## src/rtl/cpu_pkg.sv

```systemverilog
// Shared types and constants for the memory controller slice: FSM state
// encoding, request size codes, requester identifiers and the IO window base.
package cpu_pkg;

  typedef enum logic [1:0] {
    IDLE,
    READ,
    WRITE,
    DONE
  } state_t;

  typedef enum logic {
    OWN_IF,
    OWN_LS
  } owner_t;

  localparam logic [1:0] SZ_B = 2'd0;
  localparam logic [1:0] SZ_H = 2'd1;
  localparam logic [1:0] SZ_W = 2'd2;

  localparam logic [31:0] IO_BASE_ADDR = 32'h0003_0000;

  // Size code 3 is illegal and falls into the word case.
  function automatic logic [2:0] size_bytes(input logic [1:0] size);
    case (size)
      SZ_B:    return 3'd1;
      SZ_H:    return 3'd2;
      default: return 3'd4;
    endcase
  endfunction

endpackage

```

## src/rtl/mem_byte_seq.sv

```systemverilog
// Byte sequencer: byte counter, address generation, store-data byte select
// and little-endian reassembly of read bytes from mem_din.
module mem_byte_seq
  import cpu_pkg::*;
#(
  parameter int unsigned ADDR_W = 32
) (
  input  logic              clk_in,
  input  logic              rst_in,
  input  logic              rdy_in,
  input  logic              start,
  input  logic [ADDR_W-1:0] start_addr,
  input  logic [31:0]       start_wdata,
  input  logic              advance,
  input  logic              capture,
  input  logic              drive_a,
  input  logic              drive_d,
  input  logic [7:0]        mem_din,
  output logic [2:0]        cnt,
  output logic [ADDR_W-1:0] cur_addr,
  output logic [31:0]       rdata,
  output logic [ADDR_W-1:0] mem_a,
  output logic [7:0]        mem_dout
);

  logic [ADDR_W-1:0] base;
  logic [ADDR_W-1:0] last_a;
  logic [31:0]       wbuf;
  logic [7:0]        last_dout;
  logic [1:0]        wr_idx;
  logic [1:0]        cap_idx;

  assign cur_addr = base + ADDR_W'(cnt);
  assign wr_idx   = cnt[1:0];
  assign cap_idx  = cnt[1:0] - 2'd1;

  // While frozen the bus keeps the last driven address, so the RAM keeps
  // returning the byte that is due for capture once the stall ends.
  assign mem_a    = drive_a ? cur_addr : last_a;
  assign mem_dout = drive_d ? wbuf[8*wr_idx +: 8] : last_dout;

  always_ff @(posedge clk_in) begin
    if (rst_in) begin
      base      <= '0;
      last_a    <= '0;
      wbuf      <= '0;
      last_dout <= '0;
      cnt       <= '0;
      rdata     <= '0;
    end else if (rdy_in) begin
      last_a    <= mem_a;
      last_dout <= mem_dout;
      if (start) begin
        base  <= start_addr;
        wbuf  <= start_wdata;
        cnt   <= '0;
        rdata <= '0;
      end else begin
        if (advance) cnt <= cnt + 3'd1;
        if (capture) rdata[8*cap_idx +: 8] <= mem_din;
      end
    end
  end

endmodule

```

## src/rtl/mem_ctrl.sv

```systemverilog
// Byte-serial memory controller: arbitrates fetch and load/store requests and
// runs them as byte transactions. Optional IO guard: MEM_CTRL_IO_GUARD_EN.
module mem_ctrl
  import cpu_pkg::*;
#(
  parameter int unsigned        ADDR_W  = 32,
  parameter logic [ADDR_W-1:0]  IO_BASE = ADDR_W'(IO_BASE_ADDR)
) (
  input  logic              clk_in,
  input  logic              rst_in,
  input  logic              rdy_in,
  input  logic [7:0]        mem_din,
  output logic [7:0]        mem_dout,
  output logic [ADDR_W-1:0] mem_a,
  output logic              mem_wr,
  input  logic              io_buffer_full,
  input  logic              if_req_valid,
  input  logic [ADDR_W-1:0] if_req_addr,
  output logic              if_resp_valid,
  output logic [31:0]       if_resp_data,
  input  logic              ls_req_valid,
  input  logic              ls_req_wr,
  input  logic [1:0]        ls_req_size,
  input  logic [ADDR_W-1:0] ls_req_addr,
  input  logic [31:0]       ls_req_wdata,
  output logic              ls_resp_valid,
  output logic [31:0]       ls_resp_rdata,
  input  logic              flush,
  output logic              busy
);

  state_t            state, state_nx;
  owner_t            owner;
  logic              req_wr;
  logic [2:0]        req_n;
  logic [2:0]        last_idx;
  logic              kill;
  logic              accept;
  logic              sel_ls;
  logic [ADDR_W-1:0] start_addr;
  logic              blocked;
  logic              keep_io;
  logic [2:0]        cnt;
  logic [ADDR_W-1:0] cur_addr;
  logic [31:0]       rdata;
  logic              seq_start, seq_adv, seq_cap, seq_drive_a, seq_drive_d;
  logic              resp;

  assign sel_ls     = ls_req_valid;
  assign start_addr = sel_ls ? ls_req_addr : if_req_addr;
  assign accept     = (state == IDLE) && !flush && (if_req_valid || ls_req_valid);
  assign last_idx   = req_n - 3'd1;

`ifdef MEM_CTRL_IO_GUARD_EN
  logic io_rd;

  always_ff @(posedge clk_in) begin
    if (rst_in)                 io_rd <= 1'b0;
    else if (rdy_in && accept) io_rd <= (start_addr >= IO_BASE);
  end

  assign blocked = io_buffer_full && (cur_addr >= IO_BASE);
  assign keep_io = io_rd;
`else
  logic [ADDR_W:0] unused_io;

  assign unused_io = {io_buffer_full, IO_BASE};
  assign blocked   = 1'b0;
  assign keep_io   = 1'b0;
`endif

  always_ff @(posedge clk_in) begin
    if (rst_in)      state <= IDLE;
    else if (rdy_in) state <= state_nx;
  end

  always_comb begin
    state_nx = state;
    case (state)
      IDLE:  if (accept) state_nx = (sel_ls && ls_req_wr) ? WRITE : READ;
      READ: begin
        if (flush && !keep_io) state_nx = IDLE;
        else if (cnt == req_n) state_nx = DONE;
      end
      WRITE: if (!blocked && cnt == last_idx) state_nx = DONE;
      DONE:  state_nx = IDLE;
      default: state_nx = IDLE;
    endcase
  end

  always_comb begin
    busy        = (state != IDLE);
    mem_wr      = rdy_in && (state == WRITE) && !blocked;
    seq_start   = rdy_in && accept;
    seq_drive_a = rdy_in && (((state == READ) && (cnt < req_n)) || (state == WRITE));
    seq_drive_d = rdy_in && (state == WRITE);
    seq_adv     = ((state == READ) && (cnt < req_n)) || ((state == WRITE) && !blocked);
    seq_cap     = (state == READ) && (cnt != 3'd0);
    // A flush landing on a read's DONE cycle still cancels its response.
    resp        = rdy_in && (state == DONE) && !kill && !(flush && !req_wr);
    if_resp_valid = resp && (owner == OWN_IF);
    ls_resp_valid = resp && (owner == OWN_LS);
  end

  always_ff @(posedge clk_in) begin
    if (rst_in) begin
      owner  <= OWN_IF;
      req_wr <= 1'b0;
      req_n  <= '0;
      kill   <= 1'b0;
    end else if (rdy_in) begin
      if (accept) begin
        owner  <= sel_ls ? OWN_LS : OWN_IF;
        req_wr <= sel_ls && ls_req_wr;
        req_n  <= sel_ls ? size_bytes(ls_req_size) : 3'd4;
        kill   <= 1'b0;
      end else if ((state == READ) && flush) begin
        kill <= 1'b1;
      end
    end
  end

  assign if_resp_data  = rdata;
  assign ls_resp_rdata = rdata;

  mem_byte_seq #(
    .ADDR_W(ADDR_W)
  ) u_seq (
    .clk_in      (clk_in),
    .rst_in      (rst_in),
    .rdy_in      (rdy_in),
    .start       (seq_start),
    .start_addr  (start_addr),
    .start_wdata (ls_req_wdata),
    .advance     (seq_adv),
    .capture     (seq_cap),
    .drive_a     (seq_drive_a),
    .drive_d     (seq_drive_d),
    .mem_din     (mem_din),
    .cnt         (cnt),
    .cur_addr    (cur_addr),
    .rdata       (rdata),
    .mem_a       (mem_a),
    .mem_dout    (mem_dout)
  );

endmodule

```

## config.mk

```make
export PLATFORM = sky130hd
export DESIGN_NAME = mem_ctrl
export DESIGN_NICKNAME = d
export VERILOG_FILES = /design/src/rtl/cpu_pkg.sv /design/src/rtl/mem_byte_seq.sv /design/src/rtl/mem_ctrl.sv
export SDC_FILE = /design/constraint.sdc
export NUM_CORES = 1
export LEC_CHECK = 0
export ABC_AREA = 1
export BUFFER_PORTS_ARGS = -buffer_cell sky130_fd_sc_hd__buf_2
export CAP_MARGIN = 20
export CORE_MARGIN = 2
export CORE_UTILIZATION = 30
export DETAILED_ROUTE_END_ITERATION = 8
export GPL_TIMING_DRIVEN = 1
export SYNTH_ARGS = -nofsm -noshare
export SYNTH_HDL_FRONTEND = slang
export SYNTH_SLANG_ARGS = --single-unit
```

## constraint.sdc

```tcl
create_clock -name clk_in -period 2.3 [get_ports clk_in]
set_input_delay 0.23 -clock clk_in [delete_from_list [all_inputs] [get_ports clk_in]]
set_output_delay 0.23 -clock clk_in [all_outputs]
set_load 0.02 [all_outputs]
```

* After elaboration in Yosys (flattened, before gate mapping)
Cells that the tools add are included.
Word-level totals: bits in registers 147, latch bits 0, RAM bits 0, memory bits (read-only) 0, bits of input ports 114, output and inout bits 108, word-level logic and storage cells 83, memories 0
Operators by class: $add $sub $neg 5, multiply operators 0, div/mod/pow operators 0, magnitude comparators 1, eq/ne operators 9, shifts and indexed selects 3, mux-type cells 19, bitwise operators 1, reductions and logical operators 34
Operator list (count):
- $mux W32 | 4
- $neg A5 Y34 | 1
- $shift A8 B34 Y32 const A | 1
- $shiftx A8 B34 Y32 | 1
- $add A32 B3 Y32 | 1
- $bwmux W32 | 1
- $shiftx A32 B6 Y8 | 1
- $logic_and A1 B1 Y1 | 15
- $mux W2 | 5
- $reduce_and A2 Y1 | 5
- $mux W3 | 3
- $mux W8 | 1
- $pmux W2 S4 | 1
- $reduce_bool A2 Y1 | 4
- $eq A3 B3 Y1 | 2
- $pmux W3 S2 | 1
- $eq A2 B1 Y1 const B | 2
- $eq A2 B2 Y1 const B | 2
- $logic_not A1 Y1 | 4
- $logic_not A2 Y1 | 2
- $ne A2 B2 Y1 const B | 2
- $reduce_and A4 Y1 | 1
- $add A3 B1 Y3 const B | 1
- $lt A3 B3 Y1 | 1
- other kinds (7) | 10

* Logic depth before layout (Yosys ltp)
depth after elaboration 6, mapped depth 11, mapped depth without buffers 11

* By module
A second synthesis with hierarchy kept.
Second synthesis, totals: cell total of the unflattened synthesis 1254, area total of the unflattened synthesis 8141.6 um^2
By module, submodules not included:
- mem_byte_seq | instances 1, cells an instance 1019, area an instance 6819.0 um^2, sequential area each 2782.7 um^2
- mem_ctrl | instances 1, cells an instance 235, area an instance 1322.5 um^2, sequential area each 160.2 um^2

* Least setup slack after synthesis
No wires, ideal clock.
path type register -> output, start point reg u_seq.cnt[0], end point out mem_a[4], arrival 1.846 ns, required time 2.070 ns, setup slack 0.224 ns, cell stages (with the launch flop) 12, buffers on the path 3, cells stage by stage dfxtp_1 -> inv_1 -> clkbuf_1 -> ha_1 -> nand3b_1 -> nand3_1 -> nand2_1 -> buf_2 -> buf_2 -> nand2_1 -> o21ai_1 -> inv_1
Between the ends: cells in the longest elaborated chain, start to end 5, elaborated cells between the ends (all ways) 6, classes of those cells 1 x add/sub; 1 x order compare; 1 x mux; 3 x reduce/logical
Ends and longest elaborated chain:
- start: declaration | line mem_byte_seq.sv:19 | output logic [2:0] cnt,
- start signal: assignment | line mem_byte_seq.sv:59 | if (advance) cnt <= cnt + 3'd1;
- branches (longest 4 deep; another with $add A32 B3 Y32)
- $mux W32 (*) | line mem_byte_seq.sv:39 | assign mem_a = drive_a ? cur_addr : last_a;
- end: declaration | line mem_ctrl.sv:14 | output logic [ADDR_W-1:0] mem_a,
Every way passes the cells marked *.

* Worst setup path in the final report
start point reg u_seq.cnt[0], end point out mem_a[10]
Same word-level chain as after synthesis.

==> key figures <==
Outcome
  – Status: complete, but fails checks
  – Failing checks: setup timing

Critical path
  – Setup crit end kind: output pin
  – Worst-path cell chain: ha_4 -> fa_2 -> nand3_2 -> nand2_4 -> nand3b_1 -> buf_4 -> xnor2_2 -> nand2_1 -> nand2_2 -> buf_6
  – Reg2Reg Depth: 9
  – Worst r2r src: u_seq.cnt[1]$_SDFFE_PP0P_
  – Worst r2r dst: u_seq.rdata[10]$_SDFFE_PP0P_
  – CP delay by family, top: simple AND/OR/NAND/NOR gates
  – Critical path's slowest cell: fa_2
  – Worst Path Required: roughly 2.1 ns
  – WP buf/inv: 2
  – CP Launch Type: flip-flop
  – WS Path Type: reg2out
  – Worst path max stage delay: roughly 0.38 ns
  – Flop-to-flop setup slack: 0.24 ns
  – Worst-path maximum fanout: 5
  – Worst Path Arrival: 2.35 ns

CTS
  – Skew-Pair Late Insertion Delay: about 0.44 ns
  – Hold-fix buffers at CTS: 0
  – Clk slew on worst S/H paths: around 0.070 ns
  – Clk sinks: around 150
  – Root Buffer: clkbuf_16
  – Num CTS Buffers: 17
  – CTS tree: yes
  – CTS Buffer Depth: 2
  – H-Tree Depth: 4

Floorplanning
  – Area of the core: 0.0243 sq mm
  – Die width: 162 um
  – Initial Utilization: 0.306
  – # rows: 57
  – Top Ports: approximately 220
  – Die area: 0.0261 sq mm
  – Die height: 162 um

Placement
  – Post-place setup slack: 0.0334 ns
  – Final HPWL from detailed placement: 16,800 um
  – Dpl cells: around 1,600
  – Port-buffer cells: 220
  – Routability Congestion: 0.856

Timing
  – RSZ-0062 raised after global routing: yes
  – Setup Skew: roughly 0.013 ns
  – Setup TNS: -3.62 ns
  – Fin. Hold Viols: 0
  – Hold_ws: 0.0324 ns
  – Finish-stage setup viols: 30
  – Setup ws final: -0.281 ns
  – Worst-Margin Slew: about 0.58 ns
  – Slew HR: 0.614
  – Slew Viols, Final: 0
  – Period utilization: 1.12
  – Max Freq: 387 MHz
  – Final worst path period need: 2.58 ns

Pwr
  – IR drop worst, VDD: 0.423 mV
  – Lkg Pwr: 4.78 nW
  – Power Density: 741 mW/mm^2

Route
  – Met3 wire length: 1330 um
  – DR vias: 8,001
  – Routed wire length: 24,800 um
  – Met1 WL: about 12,000 um
  – DRT iter0 DRCs: 518
  – DRC Markers: 0
  – WL met2: 11,300 um
  – Via/cell ratio: between 4 and 5
  – Antenna-violating nets left: 0
  – Drt wl/cell: 14.9 um
  – First-pass iteration count of the detailed router: 5
  – Highest routed layer: met4

Logic synthesis
  – Synthesized Nets: 1,239
  – Mean Syn Cell Area: 6.71 sq um
  – Sequential share of the synthesized area: 0.395
  – Top cell type's share of synthesized area: 0.395
  – Synthesis-stage register bit count: 147
  – Synth top area cells: dfxtp_1 39%, nand2_1 13%, nor2_1 9.4%, o21ai_0 6.9%, inv_1 4.2%
  – Post-Syn Instances: 1,111
  – Synth Flop Type: dfxtp_1
  – Number of synthesis warnings: 0
  – Post-Syn Area: roughly 0.0075 sq mm
  – Synth cell types: 31
  – Post-synth EDFFs: 0
  – Cell taking the most area after synthesis: dfxtp_1
  – Post-synth ARST share: 0

Cells and area
  – N_diodes: 0
  – Area Overhead vs Synth: 41.5%
  – Final Instance Count excl. Fillers: between 1,500 and 2,000
  – Final nets: between 1,000 and 1,500
  – Layout cells sized above 1: 0.336

Min path
  – Hold endpoint: u_seq.wbuf[3]$_SDFFE_PP0P_
  – Worst hold path cell count: 3
  – Worst min path class: in2reg
  – Hold Crit Start: ls_req_wdata[3]

Global route
  – GR Overflow Total: 0
  – Initial antenna violation count: 0
  – Vias in the first global route: 7,335
  – Pin count of the biggest net entering global routing: 66
  – First-pass GRT wire length: 37,900 um
  – GRT Resource Usage Total: 0.184

Flow run
  – Maxcap violations: 0
==> what timing repair did <==
action | CTS | global route
endpoints found under the setup margin | 32 | 37
pin swaps | 18 | 23
cloned | 4 | 2
setup buffers | 18 | 18
resized for setup | 116 | 106
==> per-layer routing <==
layer | vias up | track usage
met2 | 244 | 0.294
met3 | 19 | 0.0344
met4 | 0 | 0.0463
met1 | 3730 | 0.258
li1 | 4008 | -
met5 | - | 0
==> cells in the final DEF, fill, tap and decap left out, types with 8 or more instances in the layout <==
cell,Yosys,layout
clkbuf_16,0,19
o21ai_2,2,9
nand4_1,13,13
a21oi_1,51,50
o21ai_0,102,97
nand3_2,0,11
a31oi_1,32,32
inv_2,3,22
nand3_1,60,44
dfxtp_1,147,136
nand2_1,260,227
buf_4,35,48
inv_1,84,64
nand2_2,1,26
o21ai_4,0,8
nor2_4,0,8
nand3b_1,11,11
buf_6,0,33
o22ai_1,8,8
or2_1,14,13
buf_2,22,193
dfxtp_2,0,8
nor2_1,186,173
==> cell families (layout without fill, tap and decap cells) <==
kind of cell,Yosys count,in the layout,synth area share
and+or+nand+nor,551,551,0.304
AOI/OAI and AO/OA,213,213,0.152
buffers and inverters,173,406,0.108
DFF,147,147,0.395
adders and majority gates,14,14,0.0245
xor gates and xnor gates,13,13,0.0153
==> Yosys cell counts, types with 2 or more instances <==
master    instances
a31oi_1          32
xnor2_1           5
buf_4            35
nand3_1          60
or2_2             2
ha_1             13
nor2_2            2
o21ai_1          13
o21ai_0         102
o21ai_2           2
o21bai_1          3
o22ai_1           8
a21oi_1          51
nand3b_1         11
nand4_1          13
xor2_1            8
nand2_1         260
buf_2            22
inv_1            84
dfxtp_1         147
inv_2             3
clkbuf_1         28
nor2_1          186
or2_1            14
==> metrics by stage <==
step	utilization	total power (W)	instance area (sq um)
3_3_place_gp	0.358	0.00440	8700
4_1_cts	0.410	0.00764	9970
2_1_floorplan	-	0.00390	7450
6_report	0.434	0.00781	10500
5_1_grt	0.434	0.00816	10500
3_5_place_dp	0.358	0.00441	8700
==> registers in the layout (all words and copies together), names as in the netlist <==
register         count
u_seq.rdata         32
kill                 1
state                2
u_seq.base          32
req_wr               1
owner                1
u_seq.last_dout      8
req_n                3
u_seq.last_a        32
u_seq.cnt            3
u_seq.wbuf          32
==> tightest hold or removal path, stage by stage <==
cell and delay [ns]:
buf_2 0.07, o21ai_0 0.07, nor2_1 0.08
==> area by class of cell <==
type                       instances  area [sq um]
inverter                          88           338
sequential                       147          2960
clock buffer                      17           425
clock inverter                    15           186
tap                              324           405
timing repair buffer             286          1980
multi-input combinational        791          4250
fill                            2544         13800
==> where the power goes <==
group	switching (W)	internal (W)	leakage [nW]
combinational	0.00110	0.000836	3.27
sequential	0.000170	0.00275	1.20
clock	0.00130	0.00166	0.303
total	0.00257	0.00525	4.78
==> worst max-delay path by stage <==
stage / start / end / cells after the start
after floorplan: u_seq.cnt[0]$_SDFFE_PP0P_ / mem_a[4] / 11
after global placement: u_seq.cnt[0]$_SDFFE_PP0P_ / mem_a[6] / 11
after detailed placement: u_seq.cnt[0]$_SDFFE_PP0P_ / mem_a[6] / 11
after CTS: u_seq.base[0]$_SDFFE_PP0P_ / mem_a[26] / 11
after global routing: u_seq.cnt[0]$_SDFFE_PP0P_ / mem_a[10] / 10
final: u_seq.cnt[0]$_SDFFE_PP0P_ / mem_a[10] / 10
(Power assumes the default switching activity.)
